--- config.mk ---
export PLATFORM = sky130hd
export DESIGN_NAME = axis_vec_joinn
export DESIGN_NICKNAME = d
export VERILOG_FILES = /design/src/rtl/axis_vec_joinn.sv
export SDC_FILE = /design/constraint.sdc
export NUM_CORES = 1
export LEC_CHECK = 0
export CAP_MARGIN = 20
export CORE_UTILIZATION = 40
export CTS_CLUSTER_DIAMETER = 50
export DETAILED_ROUTE_END_ITERATION = 10
export DONT_BUFFER_PORTS = 1
export HOLD_SLACK_MARGIN = 0.03
export PLACE_DENSITY_LB_ADDON = 0.2
export RECOVER_POWER = 25
export SYNTH_ARGS = -nofsm -noshare
export SYNTH_HDL_FRONTEND = slang
export SYNTH_SLANG_ARGS = --single-unit
--- constraint.sdc ---
create_clock -name clk -period 9.5 [get_ports clk]
set_input_delay 1.9 -clock clk [delete_from_list [all_inputs] [get_ports clk]]
set_output_delay 1.9 -clock clk [all_outputs]
set_load 0.1 [all_outputs]
--- src/rtl/axis_vec_joinn.sv ---
// axis_vec_joinn: N-way vector stream join, one FIFO per input channel.
// Define JOIN_OUT_REG_EN to add a one-entry registered output stage.
module axis_vec_joinn #(
    parameter int NUM_CH     = 3,
    parameter int TILE_SIZE  = 4,
    parameter int DATA_WIDTH = 16,
    parameter int DEPTH      = 4,
    localparam int PTR_W     = $clog2(DEPTH),
    localparam int VW        = TILE_SIZE * DATA_WIDTH,
    localparam int BW        = NUM_CH * VW
) (
    input  logic                        clk,
    input  logic                        rst_n,
    input  logic                        flush,
    input  logic [NUM_CH-1:0]           in_valid,
    output logic [NUM_CH-1:0]           in_ready,
    input  logic [NUM_CH-1:0]           in_last,
    input  logic [BW-1:0]               in_vec,
    output logic                        out_valid,
    input  logic                        out_ready,
    output logic [BW-1:0]               out_vec,
    output logic                        out_last,
    output logic                        err_last,
    output logic [NUM_CH*(PTR_W+1)-1:0] fill
);

    localparam logic [PTR_W:0]   FULL  = (PTR_W+1)'(DEPTH);
    localparam logic [PTR_W:0]   ONE_C = (PTR_W+1)'(1);
    localparam logic [PTR_W-1:0] ONE_P = PTR_W'(1);

    logic [VW-1:0]    mem_vec  [NUM_CH][DEPTH];
    logic [DEPTH-1:0] mem_last [NUM_CH];
    logic [PTR_W-1:0] wr       [NUM_CH];
    logic [PTR_W-1:0] rd       [NUM_CH];
    logic [PTR_W:0]   cnt      [NUM_CH];

    logic [NUM_CH-1:0] push;
    logic [NUM_CH-1:0] nonempty;
    logic [NUM_CH-1:0] head_last;
    logic [BW-1:0]     head_vec;
    logic              all_ne;
    logic              fifo_pop;
    logic              last_ok;

    // Per-channel ready/push, FIFO heads and fill levels
    always_comb begin
        in_ready  = '0;
        push      = '0;
        nonempty  = '0;
        head_last = '0;
        head_vec  = '0;
        fill      = '0;
        for (int c = 0; c < NUM_CH; c++) begin
            in_ready[c]  = (cnt[c] < FULL) && !flush;
            push[c]      = in_valid[c] && in_ready[c];
            nonempty[c]  = (cnt[c] != '0);
            head_last[c] = mem_last[c][rd[c]];
            head_vec[c*VW +: VW] = mem_vec[c][rd[c]];
            fill[c*(PTR_W+1) +: PTR_W+1] = cnt[c];
        end
    end

    assign all_ne  = &nonempty;
    assign last_ok = (&head_last) || !(|head_last);

`ifdef JOIN_OUT_REG_EN
    logic          ov_q;
    logic          ol_q;
    logic [BW-1:0] ovec_q;

    assign fifo_pop = all_ne && (!ov_q || out_ready);

    // Output stage: refill from the heads when empty or draining
    always_ff @(posedge clk or negedge rst_n) begin
        if (!rst_n) begin
            ov_q   <= 1'b0;
            ol_q   <= 1'b0;
            ovec_q <= '0;
        end else if (flush) begin
            ov_q   <= 1'b0;
            ol_q   <= 1'b0;
            ovec_q <= '0;
        end else if (fifo_pop) begin
            ov_q   <= 1'b1;
            ol_q   <= &head_last;
            ovec_q <= head_vec;
        end else if (out_ready) begin
            ov_q   <= 1'b0;
        end
    end

    assign out_valid = ov_q;
    assign out_vec   = ovec_q;
    assign out_last  = ol_q;
`else
    assign fifo_pop  = all_ne && out_ready;
    assign out_valid = all_ne;
    assign out_vec   = all_ne ? head_vec : '0;
    assign out_last  = all_ne && (&head_last);
`endif

    // Pointers, occupancy and sticky last-mismatch flag
    always_ff @(posedge clk or negedge rst_n) begin
        if (!rst_n) begin
            for (int c = 0; c < NUM_CH; c++) begin
                wr[c]  <= '0;
                rd[c]  <= '0;
                cnt[c] <= '0;
            end
            err_last <= 1'b0;
        end else if (flush) begin
            for (int c = 0; c < NUM_CH; c++) begin
                wr[c]  <= '0;
                rd[c]  <= '0;
                cnt[c] <= '0;
            end
            err_last <= 1'b0;
        end else begin
            for (int c = 0; c < NUM_CH; c++) begin
                if (push[c])
                    wr[c] <= wr[c] + ONE_P;
                if (fifo_pop)
                    rd[c] <= rd[c] + ONE_P;
                unique case ({push[c], fifo_pop})
                    2'b10:   cnt[c] <= cnt[c] + ONE_C;
                    2'b01:   cnt[c] <= cnt[c] - ONE_C;
                    default: cnt[c] <= cnt[c];
                endcase
            end
            if (fifo_pop && !last_ok)
                err_last <= 1'b1;
        end
    end

    // FIFO storage write; contents need no reset
    always_ff @(posedge clk) begin
        for (int c = 0; c < NUM_CH; c++) begin
            if (push[c]) begin
                mem_vec[c][wr[c]]  <= in_vec[c*VW +: VW];
                mem_last[c][wr[c]] <= in_last[c];
            end
        end
    end

endmodule
==> results.py <==
metrics = {
    "run_status": {
        "status": "finished, final reports clean",
    },
    "power": {
        "max-vdd-ir-drop_mv": 0.149,
        "p_comb_frac": 0.035,
        "p_seq_frac": 0.510,
        "power_density_mw_per_mm2": 224,
        "clockPowerShare": 0.455,
        "p_sw_frac": 0.214,
        "p_int_mw": 6.22,
        "power_mw": 7.91,
        "switchingPower_mw": 1.70,
        "p_leak_nw": 11.0,
    },
    "logic_synthesis": {
        "ys_ff_latch": 802,
        "synth_cell_types": 35,
        "syn_inst": 1390,
        "seq_area_frac_synth": 0.778,
        "ys_async_sr_fraction": 0.0274,
        "synth_area_per_cell_um2": 22.2,
        "syn-num-nets": 1607,
        "synth_ff_type": "edfxtp_1",
        "syn-cell-area_mm2": 0.0308,
        "yosysWarnings": 0,
        "synth_edf_count": 780,
    },
    "sta": {
        "worst_pin_slew_ns": 1.11,
        "slew_violations": 0,
        "slew-limit-headroom": 0.261,
        "setup_tns_ns": 0,
        "period_needed_ns": 6.49,
        "grt_setup_unrepaired": "false",
        "fin_skew_ns": 0.0336,
        "setup_viol": 0,
        "clock.fmax_ghz": 0.154,
        "finalHoldViolCount": 0,
        "period_share": 0.683,
    },
    "clock_network": {
        "clk_path_buf_depth": 3,
        "cts_buffers": 95,
        "ctsRootBufferMaster": "clkbuf_16",
        "post_cts_resized": 0,
        "post-cts-setup-buffers": 0,
        "cts.sinks": 802,
        "clkLatencyLatePin_ns": 0.64,
        "cts_hold_buf": 0,
        "cts.reportedPaths.clkPinSlew_ns": 0.06,
        "h-tree-depth": 3,
        "cts_tree": "built",
    },
    "detailed_routing": {
        "vias": 13100,
        "routed_wl_um": 63500,
        "wl_per_cell_um": 24.9,
        "drt_iter0_markers": 652,
        "ant_nets": 0,
        "viasPerCell": 5.14,
        "drc": 0,
        "firstDrtPassIters": 4,
    },
    "floorplan": {
        "start_util": 0.405,
        "die_area_mm2": 0.0781,
        "rows": 101,
        "ios": 409,
        "die_h_um": 280,
        "core_area_mm2": 0.0761,
        "fp.dieW_um": 280,
    },
    "global_routing": {
        "grt_max_degree": 105,
        "grt_usage": 0.162,
        "grt_pass1_vias": 14200,
        "grt_antenna_before_repair": 1,
        "grt_pass1_wl_um": 92600,
        "grt_overflow": 0,
    },
    "layout": {
        "antennaDiodeCount": 0,
        "num-fill-cells": 6423,
        "ff_latch_area_mm2": 0.0240,
        "stdcell_area_mm2": 0.0353,
        "multi_input_area_mm2": 0.00654,
        "drive_above_1_share": 0.263,
        "syn2layout_area_growth_pct": 14.7,
        "nets": 1662,
    },
    "placement": {
        "io_buffers": 0,
        "dp_hpwl_um": 37500,
        "gp_congestion": 0.695,
        "dpl_cell_area_mm2": 0.0321,
    },
    "worst_setup_path": {
        "path_max_fanout": 104,
        "critPathArrivalTime_ns": 4.59,
        "worstSetupPathType": "flip-flop to output port",
        "cp.required_ns": 7.60,
        "cp-end-kind": "output port",
        "start_kind": "flip-flop",
    },
    "worst_hold_path": {
        "min_path_type": "flip-flop to flip-flop",
    },
    "job": {
        "maxCapViolations": 0,
    },
}
-- layout make-up --
type / instances / area share
Tap cell: 1030 / 0.0365
Sequential cell: 802 / 0.679
Timing Repair Buffer: 34 / 0.00807
Clock buffer: 106 / 0.0690
Multi-Input combinational cell: 502 / 0.185
Clock inverter: 71 / 0.0214
Inverter: 10 / 0.00106
-- Yosys cell counts (5+ instances only) --
cell / n / share of area
o21ai_0: 7 / 0.0011
nor3b_1: 6 / 0.0015
edfxtp_1: 780 / 0.76
mux4_2: 195 / 0.14
dfrtp_1: 22 / 0.018
nor2_1: 16 / 0.0019
nand2_1: 5 / 0.00061
inv_1: 10 / 0.0012
buf_2: 19 / 0.0031
clkbuf_1: 54 / 0.0066
and2_1: 204 / 0.041
ha_1: 12 / 0.0049
xnor2_1: 6 / 0.0017
-- final timing paths --
check                      startpoint     endpoint  slack [ns]  cells after the start
hold / removal                  rd[5]        rd[5]        0.55                      2
setup / recovery              fill[6]  out_vec[60]        3.01                      5
setup reg to reg              fill[6]      fill[5]        5.68                      6
min in group asynchronous       rst_n      fill[7]        0.96                      0
hold reg to reg                 rd[5]        rd[5]        0.55                      2
max in group asynchronous       rst_n        rd[2]        8.41                      0
-- cells by family after synthesis --
family,after synthesis,share of synthesized area
XOR/XNOR,9,0.00390
multiplexers,197,0.143
AND/OR/NAND/NOR,260,0.0523
buffers and inverters,86,0.0112
flip-flops,802,0.778
AO/OA/AOI/OAI,21,0.00447
adder cells (fa/ha/maj),15,0.00682
-- flip-flops by register name (all words and copies together) (netlist names) --
name,flops
err_last,1
mem_last,12
rd,6
fill,9
wr,6
mem_vec,768
-- per-stage QoR --
stage / hold WS [ns] / util / instances / setup WS (ns)
floorplan: 0.562 / - / 1390 / 3.88
global placement: 0.527 / 0.422 / 2377 / 3.57
detailed placement: 0.541 / 0.422 / 2377 / 3.51
CTS: 0.551 / 0.464 / 2554 / 2.80
global route: 0.577 / 0.464 / 2555 / 2.65
finish: 0.553 / 0.464 / 2555 / 3.01
-- cells in the final DEF (no fill, tap or decap), types with 3 or more instances in the layout --
cell type | Yosys | final
a21oi_1 | 3 | 3
a31oi_1 | 4 | 4
and2_1 | 204 | 192
and2_2 | 0 | 4
and2_4 | 0 | 8
and3b_1 | 3 | 3
buf_4 | 0 | 32
bufinv_16 | 0 | 9
clkbuf_1 | 54 | 10
clkbuf_16 | 0 | 97
clkinv_1 | 0 | 21
clkinv_16 | 0 | 4
clkinv_2 | 0 | 11
clkinv_4 | 0 | 4
clkinvlp_4 | 0 | 8
dfrtp_1 | 22 | 16
dfrtp_2 | 0 | 3
dfrtp_4 | 0 | 3
edfxtp_1 | 780 | 780
fa_1 | 3 | 3
ha_1 | 12 | 12
inv_1 | 10 | 10
inv_6 | 0 | 10
inv_8 | 0 | 3
mux4_2 | 195 | 195
nand2_1 | 5 | 5
nand3_1 | 3 | 3
nor2_1 | 16 | 13
nor2_2 | 0 | 3
nor2b_1 | 3 | 3
nor3b_1 | 6 | 6
o21ai_0 | 7 | 7
o31ai_1 | 3 | 3
or3_1 | 4 | 4
or4_1 | 4 | 4
xnor2_1 | 6 | 6
xnor3_1 | 3 | 3
-- critical path, cell delays in order (launching register included) --
cell and delay [ns]:
dfrtp_1 1.07, nor3_1 0.36, nor3_2 0.19, buf_4 0.61, buf_4 0.67, and2_1 0.89
-- power by group through the flow --
| stage | registers (mW) | clock network, mW | logic, mW |
|---|---|---|---|
| after floorplan | 4.12 | 0 | 0.203 |
| after global placement | 4.11 | 0 | 0.285 |
| after detailed placement | 4.11 | 0 | 0.287 |
| after CTS | 4.04 | 3.70 | 0.287 |
| after global routing | 4.05 | 3.82 | 0.297 |
| final | 4.04 | 3.60 | 0.277 |
-- routing by layer --
layer  global-route usage  share of wire
met5                    0        0.00014
met4               0.0541          0.026
met3               0.0731          0.098
met2                0.267           0.50
met1                0.189           0.38
Power figures use the tool's default switching activity.
